--- src/rtl/mem_stage_pkg.sv ---
// Shared types and helpers for the memory-access pipeline stage.
// Holds the memory-op encoding, the stage FSM states and small op decoders.
package mem_stage_pkg;

    typedef enum logic [3:0] {
        OP_NONE = 4'd0,
        OP_LB   = 4'd1,
        OP_LH   = 4'd2,
        OP_LW   = 4'd3,
        OP_LBU  = 4'd4,
        OP_LHU  = 4'd5,
        OP_SB   = 4'd6,
        OP_SH   = 4'd7,
        OP_SW   = 4'd8
    } mem_op_e;

    typedef enum logic [1:0] {
        ST_IDLE   = 2'd0,
        ST_ACCESS = 2'd1,
        ST_RESP   = 2'd2
    } mem_state_e;

    localparam logic [1:0] SIZE_BYTE = 2'd0;
    localparam logic [1:0] SIZE_HALF = 2'd1;
    localparam logic [1:0] SIZE_WORD = 2'd2;

    function automatic logic is_load(input mem_op_e op);
        case (op)
            OP_LB, OP_LH, OP_LW, OP_LBU, OP_LHU: is_load = 1'b1;
            default:                             is_load = 1'b0;
        endcase
    endfunction

    function automatic logic is_store(input mem_op_e op);
        case (op)
            OP_SB, OP_SH, OP_SW: is_store = 1'b1;
            default:             is_store = 1'b0;
        endcase
    endfunction

    // Access width of an op; non-memory encodings report word size.
    function automatic logic [1:0] op_size(input mem_op_e op);
        case (op)
            OP_LB, OP_LBU, OP_SB: op_size = SIZE_BYTE;
            OP_LH, OP_LHU, OP_SH: op_size = SIZE_HALF;
            default:              op_size = SIZE_WORD;
        endcase
    endfunction

    // True when a memory op's byte offset does not match its natural alignment.
    function automatic logic is_misaligned(input mem_op_e op, input logic [1:0] off);
        if (!(is_load(op) || is_store(op))) begin
            is_misaligned = 1'b0;
        end else begin
            case (op_size(op))
                SIZE_BYTE: is_misaligned = 1'b0;
                SIZE_HALF: is_misaligned = off[0];
                default:   is_misaligned = (off != 2'b00);
            endcase
        end
    endfunction

endpackage

--- src/rtl/mem_access_stage_load_formatter.sv ---
// Combinational load-data formatter: picks the addressed byte/halfword out of a
// 32-bit read word and sign- or zero-extends it. Kept standalone so a data cache
// can reuse it on its own read path.
module load_formatter
    import mem_stage_pkg::*;
(
    input  logic [31:0] rdata_i,
    input  mem_op_e     op_i,
    input  logic [1:0]  off_i,
    output logic [31:0] result_o
);

    logic [31:0] byteShifted;
    logic [31:0] halfShifted;
    logic [7:0]  byteSel;
    logic [15:0] halfSel;

    // Halfwords only look at off[1], so a stray off[0] simply truncates.
    always_comb begin
        byteShifted = rdata_i >> {off_i, 3'b000};
        halfShifted = rdata_i >> {off_i[1], 4'b0000};
        byteSel     = byteShifted[7:0];
        halfSel     = halfShifted[15:0];
        case (op_i)
            OP_LB:   result_o = {{24{byteSel[7]}}, byteSel};
            OP_LBU:  result_o = {24'd0, byteSel};
            OP_LH:   result_o = {{16{halfSel[15]}}, halfSel};
            OP_LHU:  result_o = {16'd0, halfSel};
            default: result_o = rdata_i;
        endcase
    end

endmodule

--- src/rtl/mem_access_stage.sv ---
// Memory-access pipeline stage between the ALU and writeback.
// ALU results pass through in one cycle; loads/stores run a req/ready handshake
// to the data RAM, stalling upstream until the access completes or times out.
// Optional build macro MEM_MISALIGN_TRAP_EN: misaligned half/word accesses are
// rejected with a fault instead of being issued with truncated offsets.
module mem_access_stage
    import mem_stage_pkg::*;
#(
    parameter int ADDR_W   = 16,
    parameter int MAX_WAIT = 255
) (
    input  logic              clk,
    input  logic              reset,
    input  logic              in_valid,
    output logic              in_ready,
    input  logic [3:0]        in_op,
    input  logic [31:0]       in_alu_result,
    input  logic [31:0]       in_store_data,
    input  logic [4:0]        in_rd_addr,
    output logic              mem_req,
    output logic              mem_we,
    output logic [ADDR_W-1:0] mem_addr,
    output logic [3:0]        mem_wstrb,
    output logic [31:0]       mem_wdata,
    input  logic              mem_ready,
    input  logic [31:0]       mem_rdata,
    output logic              wb_valid,
    output logic              wb_wr_en,
    output logic [4:0]        wb_rd_addr,
    output logic [31:0]       wb_data,
    output logic              mem_fault
);

    localparam int WAIT_W = $clog2(MAX_WAIT + 1);

    mem_state_e        state_q, state_d;
    mem_op_e           cmdOp_q, cmdOp_d;
    logic [1:0]        cmdOff_q, cmdOff_d;
    logic [4:0]        cmdRd_q, cmdRd_d;
    logic [ADDR_W-1:0] memAddr_q, memAddr_d;
    logic [3:0]        wstrb_q, wstrb_d;
    logic [31:0]       wdata_q, wdata_d;
    logic [WAIT_W-1:0] waitCnt_q, waitCnt_d;
    logic              wbValid_q, wbValid_d;
    logic              wbWrEn_q, wbWrEn_d;
    logic [4:0]        wbRd_q, wbRd_d;
    logic [31:0]       wbData_q, wbData_d;
    logic              memFault_q, memFault_d;

    mem_op_e           inOp;
    logic [1:0]        inOff;
    logic              inIsMem;
    logic              inMisaligned;
    logic [3:0]        storeStrb;
    logic [31:0]       storeData;
    logic [31:0]       loadResult;
    logic              unusedAddrBits;

    assign inOp    = mem_op_e'(in_op);
    assign inOff   = in_alu_result[1:0];
    assign inIsMem = is_load(inOp) || is_store(inOp);

    // Address bits above the RAM width wrap around and are deliberately dropped.
    assign unusedAddrBits = ^in_alu_result[31:ADDR_W];

`ifdef MEM_MISALIGN_TRAP_EN
    assign inMisaligned = is_misaligned(inOp, inOff);
`else
    assign inMisaligned = 1'b0;
`endif

    // Store lane strobes and replicated write data; half/word offsets truncate.
    always_comb begin
        storeStrb = 4'b0000;
        storeData = in_store_data;
        if (is_store(inOp)) begin
            case (op_size(inOp))
                SIZE_BYTE: begin
                    storeStrb = 4'b0001 << inOff;
                    storeData = {4{in_store_data[7:0]}};
                end
                SIZE_HALF: begin
                    storeStrb = inOff[1] ? 4'b1100 : 4'b0011;
                    storeData = {2{in_store_data[15:0]}};
                end
                default: storeStrb = 4'b1111;
            endcase
        end
    end

    load_formatter u_load_formatter (
        .rdata_i  (mem_rdata),
        .op_i     (cmdOp_q),
        .off_i    (cmdOff_q),
        .result_o (loadResult)
    );

    // Next-state and writeback-record logic; only ACCESS refuses new commands.
    always_comb begin
        state_d    = state_q;
        cmdOp_d    = cmdOp_q;
        cmdOff_d   = cmdOff_q;
        cmdRd_d    = cmdRd_q;
        memAddr_d  = memAddr_q;
        wstrb_d    = wstrb_q;
        wdata_d    = wdata_q;
        waitCnt_d  = waitCnt_q;
        wbValid_d  = 1'b0;
        wbWrEn_d   = 1'b0;
        wbRd_d     = wbRd_q;
        wbData_d   = wbData_q;
        memFault_d = 1'b0;
        case (state_q)
            ST_ACCESS: begin
                if (mem_ready) begin
                    state_d   = ST_RESP;
                    wbValid_d = 1'b1;
                    wbRd_d    = cmdRd_q;
                    if (is_load(cmdOp_q)) begin
                        wbWrEn_d = (cmdRd_q != 5'd0);
                        wbData_d = loadResult;
                    end
                end else if (waitCnt_q == WAIT_W'(MAX_WAIT - 1)) begin
                    state_d    = ST_IDLE;
                    waitCnt_d  = '0;
                    wbValid_d  = 1'b1;
                    wbRd_d     = cmdRd_q;
                    memFault_d = 1'b1;
                end else begin
                    waitCnt_d = waitCnt_q + WAIT_W'(1);
                end
            end
            default: begin
                state_d = ST_IDLE;
                if (in_valid) begin
                    if (!inIsMem) begin
                        wbValid_d = 1'b1;
                        wbWrEn_d  = (in_rd_addr != 5'd0);
                        wbRd_d    = in_rd_addr;
                        wbData_d  = in_alu_result;
                    end else if (inMisaligned) begin
                        wbValid_d  = 1'b1;
                        wbRd_d     = in_rd_addr;
                        memFault_d = 1'b1;
                    end else begin
                        state_d   = ST_ACCESS;
                        cmdOp_d   = inOp;
                        cmdOff_d  = inOff;
                        cmdRd_d   = in_rd_addr;
                        memAddr_d = {in_alu_result[ADDR_W-1:2], 2'b00};
                        wstrb_d   = storeStrb;
                        wdata_d   = storeData;
                        waitCnt_d = '0;
                    end
                end
            end
        endcase
    end

    // State, captured command and writeback registers.
    always_ff @(posedge clk or posedge reset) begin
        if (reset) begin
            state_q    <= ST_IDLE;
            cmdOp_q    <= OP_NONE;
            cmdOff_q   <= 2'b00;
            cmdRd_q    <= 5'd0;
            memAddr_q  <= '0;
            wstrb_q    <= 4'b0000;
            wdata_q    <= 32'd0;
            waitCnt_q  <= '0;
            wbValid_q  <= 1'b0;
            wbWrEn_q   <= 1'b0;
            wbRd_q     <= 5'd0;
            wbData_q   <= 32'd0;
            memFault_q <= 1'b0;
        end else begin
            state_q    <= state_d;
            cmdOp_q    <= cmdOp_d;
            cmdOff_q   <= cmdOff_d;
            cmdRd_q    <= cmdRd_d;
            memAddr_q  <= memAddr_d;
            wstrb_q    <= wstrb_d;
            wdata_q    <= wdata_d;
            waitCnt_q  <= waitCnt_d;
            wbValid_q  <= wbValid_d;
            wbWrEn_q   <= wbWrEn_d;
            wbRd_q     <= wbRd_d;
            wbData_q   <= wbData_d;
            memFault_q <= memFault_d;
        end
    end

    // Request is decoded from state so an async reset drops it immediately.
    assign in_ready   = (state_q != ST_ACCESS);
    assign mem_req    = (state_q == ST_ACCESS);
    assign mem_we     = mem_req && is_store(cmdOp_q);
    assign mem_wstrb  = mem_we ? wstrb_q : 4'b0000;
    assign mem_addr   = memAddr_q;
    assign mem_wdata  = wdata_q;
    assign wb_valid   = wbValid_q;
    assign wb_wr_en   = wbWrEn_q;
    assign wb_rd_addr = wbRd_q;
    assign wb_data    = wbData_q;
    assign mem_fault  = memFault_q;

endmodule

--- config.mk ---
export PLATFORM = sky130hd
export DESIGN_NAME = mem_access_stage
export DESIGN_NICKNAME = d
export VERILOG_FILES = /design/src/rtl/mem_stage_pkg.sv /design/src/rtl/mem_access_stage_load_formatter.sv /design/src/rtl/mem_access_stage.sv
export SDC_FILE = /design/constraint.sdc
export NUM_CORES = 1
export LEC_CHECK = 0
export CAP_MARGIN = 40
export CORE_MARGIN = 3
export CORE_UTILIZATION = 42
export CTS_BUF_LIST = sky130_fd_sc_hd__clkbuf_2 sky130_fd_sc_hd__clkbuf_4 sky130_fd_sc_hd__clkbuf_8
export DETAILED_ROUTE_END_ITERATION = 7
export PLACE_DENSITY = 0.81
export SLEW_MARGIN = 20
export SYNTH_ARGS = -nofsm -noshare
export SYNTH_HDL_FRONTEND = slang
export SYNTH_SLANG_ARGS = --single-unit
--- constraint.sdc ---
create_clock -name clk -period 4.2 [get_ports clk]
set_clock_uncertainty 0.05 [all_clocks]
set_input_delay 1.26 -clock clk [delete_from_list [all_inputs] [get_ports clk]]
set_output_delay 1.26 -clock clk [all_outputs]
set_load 0.01 [all_outputs]
# After elaboration in Yosys (flattened, before gate mapping)
# Index checks and enable logic that the tools add are counted.
[word_totals]
in_bits = 109
out_inout_bits = 95
register_bits = 111
wordCells = 107
[op_classes]
reduce_logical = 17
addsub = 1
bitwise_logic = 1
n_mux = 47
eq_ne = 25
shift = 3
[ops]
columns = ["cell", "count"]
rows = [
  ["$mux 32", 6],
  ["$pmux 32 s4", 1],
  ["$pmux 32 s2", 1],
  ["$mux 8", 5],
  ["$eq 4x3->1 const B", 8],
  ["$shr 32x5->16", 1],
  ["$shr 32x5->8", 1],
  ["$mux 5", 5],
  ["$mux 1", 20],
  ["$eq 4x2->1 const B", 4],
  ["$mux 4", 3],
  ["$reduce_or 3->1", 4],
  ["$reduce_bool 5->1", 2],
  ["$reduce_or 5->1", 2],
  ["$reduce_and 3->1", 3],
  ["$add 8x1->8 const B", 1],
  ["$eq 4x1->1 const B", 2],
  ["$eq 4x4->1 const B", 2],
  ["$eq 8x8->1 const B", 1],
  ["$mux 2", 4],
  ["$pmux 4 s2", 1],
  ["$ne 2x1->1 const B", 3],
  ["$eq 2x1->1 const B", 2],
  ["$ne 2x2->1 const B", 2],
  ["9 further kinds", 10],
]

# Logic depth before layout (Yosys ltp)
[depth]
word_depth = 8
ltp_mapped = 9
mapped_depth_nobuf = 7

# By module
# Synthesis repeated with hierarchy kept, for this count alone.
[hier_totals]
cells_unflattened = 599
hier_area_um2 = 6038.3
[modules_own_cells]
columns = ["mod", "instances", "area_per_inst_um2", "cells_per_inst"]
rows = [
  ["mem_access_stage", 1, 5340.1, 507],
  ["load_formatter", 1, 698.2, 92],
]

# Worst setup path before layout
# Ideal clock, no wire load.
[synth_path]
path_kind = "input -> register"
from = "input in_op[3]"
to = "register memAddr_q[10] (netlist: mem_addr[10])"
path_buffers = 3
stages = 7
slack_ns = 1.292
required_ns = 4.025
arrival_ns = 2.734
cell_sequence = "buf_2 > or4_4 > and2_4 > nand2_1 > buf_2 > buf_4 > mux2_2"
[synth_between]
elab_chain_len = 5
word_cells_on_any_way = 14
[synth_lines]
columns = ["element", "line_no", "source"]
rows = [
  ["start, declared", "mem_access_stage.sv:16", "input logic [3:0] in_op,"],
  ["$eq 4x2->1 (tied with other cells)", "mem_stage_pkg.sv:28", "case (op)"],
  ["$reduce_or 5->1 or $reduce_or 3->1 (tied branches)", "mem_stage_pkg.sv:28, mem_stage_pkg.sv:35", ""],
  ["$mux 1, on equally long branches", "mem_stage_pkg.sv:28, mem_stage_pkg.sv:35", ""],
  ["$logic_or 1x1->1 (*)", "mem_access_stage.sv:61", "assign inIsMem = is_load(inOp) || is_store(inOp);"],
  ["$reduce_and 3->1 (no source line) (*)", "--", ""],
  ["end signal, assigned", "mem_access_stage.sv:181", "memAddr_q <= memAddr_d;"],
  ["end, declared", "mem_access_stage.sv:40", "logic [ADDR_W-1:0] memAddr_q, memAddr_d;"],
]
# Every way passes the cells marked *; elsewhere a longest branch is shown, timed or not.
# A chain may end at the register's enable or synchronous reset.

# Worst setup path in the final report
[layout_path]
from = "register cmdOp_q[1]"
to = "output mem_wstrb[3]"
[layout_between]
elab_chain_len = 5
word_cells_on_any_way = 7
[layout_lines]
columns = ["element", "line_no", "source"]
rows = [
  ["start, declared", "mem_access_stage.sv:37", "mem_op_e cmdOp_q, cmdOp_d;"],
  ["start signal, assigned", "mem_access_stage.sv:178", "cmdOp_q <= cmdOp_d;"],
  ["$eq 4x3->1 or $eq 4x4->1 (tied branches)", "mem_stage_pkg.sv:35", "case (op)"],
  ["$reduce_or 3->1 (*)", "mem_stage_pkg.sv:35", ""],
  ["$mux 1 (*)", "mem_stage_pkg.sv:35", ""],
  ["$logic_and 1x1->1 (*)", "mem_access_stage.sv:196", "assign mem_we = mem_req && is_store(cmdOp_q);"],
  ["$mux 4 (*)", "mem_access_stage.sv:197", "assign mem_wstrb = mem_we ? wstrb_q : 4'b0000;"],
  ["end, declared", "mem_access_stage.sv:23", "output logic [3:0] mem_wstrb,"],
]
# Marks and branches as above.

==> results.sh <==
export IMPL_grt_usage=0.233
export IMPL_dp_hpwl_mm=13.5
export IMPL_clk_latency_ns=0.38
export IMPL_synth_top_area_cell="dfrtp_1"
export IMPL_finalCriticalPeriod_ns=3.96
export IMPL_layout_setup_ws_ns=0.242
export IMPL_worst_slew_pin_slew_ns=0.802
export IMPL_cellLeakagePower_nw=3.44
export IMPL_io_pins=204
export IMPL_yosys_area_top_type_share=0.481
export IMPL_synth_edff_count=0
export IMPL_final_cells=940
export IMPL_grt_pass1_wl_mm=27.5
export IMPL_use_met2=0.392
export IMPL_initial_core_util=0.433
export IMPL_first_pass_iters=5
export IMPL_top_usage_layer="met2"
export IMPL_power_density_nw_per_um2=492
export IMPL_multi_input_area_sq_um=2710
export IMPL_hold_path_class="flip-flop to flip-flop"
export IMPL_first_global_vias=5348
export IMPL_drt_wl_total_mm=17.5
export IMPL_fin_crit_sh=0.942
export IMPL_cts_buffers=9
export IMPL_avgSynthCellArea_sq_um=9.99
export IMPL_worst_setup_path_type="flip-flop to output port"
export IMPL_met3_usage=0.0595
export IMPL_r2r_cells=8
export IMPL_die_x_um=123
export IMPL_grt_max_degree=48
export IMPL_die_height_um=123
export IMPL_final_setup_tns_ns=0
export IMPL_crit_path_end_kind="output port"
export IMPL_cts_tree="yes"
export IMPL_rsz0062_at_grt="no"
export IMPL_hold_worst_slack_ns=0.439
export IMPL_synth_ff_type="dfrtp_1"
export IMPL_cap_viol_max_count=0
export IMPL_cts_max_level=3
export IMPL_place_ws_ns=0.482
export IMPL_drtIter0Drc=505
export IMPL_clk_pin_slew_ns=0.10
export IMPL_ys_warn_count=0
export IMPL_synth_common_cells="dfrtp_1, nand2_1, nor2_1"
export IMPL_required_ns=2.89
export IMPL_holdPathStages=2
export IMPL_ctsHoldBuffers=0
export IMPL_maxSlewHeadroom=0.461
export IMPL_setup_viol=0
export IMPL_synth_area_top_cells="dfrtp_1, mux2_2, nand2_1"
export IMPL_syn_area_sq_um=5770
export IMPL_nNetsFinal=871
export IMPL_dieArea_sq_um=15200
export IMPL_hold_violations=0
export IMPL_start_kind="flip-flop"
export IMPL_ys_ff_latch=111
export IMPL_syn_inst=578
export IMPL_cts_setup_buffers=0
export IMPL_antenna_found_initial=0
export IMPL_gr_total_overflow=0
export IMPL_wl_per_cell_um=18.7
export IMPL_ant_nets=0
export IMPL_cts_repair_resized=0
export IMPL_dp_cells=923
export IMPL_synth_async_reset_ratio=1.00
export IMPL_grt_use_met1=0.293
export IMPL_core_area_sq_um=13300
export IMPL_vias=5207
export IMPL_cts_root_buf="clkbuf_8"
export IMPL_area_delta_synth_final_pct=40.1
export IMPL_synth_most_common_cell="dfrtp_1"
export IMPL_drv_slew=0
export IMPL_clock_sinks=111
export IMPL_fmax_mhz=253
export IMPL_yosysSeqAreaShare=0.481
export IMPL_place_gp_congestion=0.882
export IMPL_arrival_ns=2.65
export IMPL_regArea_sq_um=2780
export IMPL_peakVddDrop_mv=0.311
export IMPL_synthDistinctLibCells=55
export IMPL_drive_above_1_share=0.101
export IMPL_n_antenna_cell=0
export IMPL_drt_vias_per_instance=5.54
export IMPL_critPathMaxFanout=13
export IMPL_fillers=1103
export IMPL_port_buffers=201
export IMPL_status="finished, final reports clean"
export IMPL_drc=0
export IMPL_cts_buffer_depth=2
export IMPL_rows=42
[per-layer routing]
metal / share of wire / wire [um]
met3: 0.092 / 1620
met4: 0.025 / 438
met1: 0.40 / 7100
met2: 0.48 / 8390
met5: 0 / 0
[through the flow]
step	cell area, sq um	total power, mW	utilization
global placement	7860	3.27	0.588
global route	8090	4.22	0.606
finish	8090	3.98	0.606
detailed placement	7880	3.34	0.590
CTS	8070	3.99	0.605
floorplan	5780	2.46	-
[worst max-delay path, cell delays in order (launching register included)]
cell and delay [ns]:
dfrtp_1 0.53, or3_1 0.43, mux2_2 0.28, nor2_1 0.29, and2_1 0.19, clkdlybuf4s50_1 0.54
[cell usage in the layout (no fill, tap or decap), drive strengths merged, types with 3 or more instances in the layout]
cell,Yosys,routed
or4,3,3
mux2,34,34
nand4,4,4
nand3,4,4
buf,33,15
a221oi,8,8
a21oi,15,15
dfrtp,111,111
clkinvlp,0,3
o31ai,33,33
a22o,8,8
mux2i,31,31
clkbuf,13,10
inv,9,9
clkdlybuf4s50,0,201
and2,7,7
nor3b,3,3
o2bb2ai,16,16
o21a,4,4
xnor2,5,5
nor3,5,5
nor2,47,47
a22oi,6,6
o21ai,38,38
a211oi,12,12
nor2b,9,9
nand2,91,91
[final timing paths]
kind	start	end	slack [ns]
hold / removal	mem_wdata[28]	mem_wdata[28]	0.44
hold reg to reg	mem_wdata[28]	mem_wdata[28]	0.44
min in group asynchronous	reset	mem_addr[6]	1.25
setup reg to reg	state_q[1]	wb_data[15]	1.74
max in group asynchronous	reset	wb_rd_addr[0]	1.99
setup / recovery	cmdOp_q[1]	mem_wstrb[3]	0.24
[state kept, by name, summed over array words and instances, names as in the netlist]
register    cells
cmdRd_q         5
mem_fault       1
wb_wr_en        1
cmdOff_q        2
cmdOp_q         4
mem_addr       14
wstrb_q         4
wb_rd_addr      5
wb_valid        1
mem_wdata      32
wb_data        32
waitCnt_q       8
state_q         2
[layout make-up]
type	count	area share
Inverter	9	0.00464
Sequential cell	111	0.343
Timing Repair Buffer	216	0.266
Clock inverter	5	0.00727
Multi-Input combinational cell	413	0.335
Tap cell	176	0.0272
Clock buffer	10	0.0162
[where the power goes]
group | leakage, nW | switching [mW] | total (mW) | internal [mW]
clock network | 0.0922 | 0.373 | 0.654 | 0.281
logic | 1.97 | 0.788 | 1.72 | 0.935
registers | 1.37 | 0.218 | 1.60 | 1.38
total | 3.44 | 1.38 | 3.98 | 2.60
[cell families after synthesis]
group           after synthesis  synth area share
compound gates              155             0.193
fa+ha+maj                     2           0.00433
simple gates                184             0.142
flops                       111             0.481
xor+xnor                      5           0.00758
mux                          65             0.120
other cells                   1          0.000649
buf+inv                      55            0.0514
No activity file was read; power rests on OpenSTA's default activity.
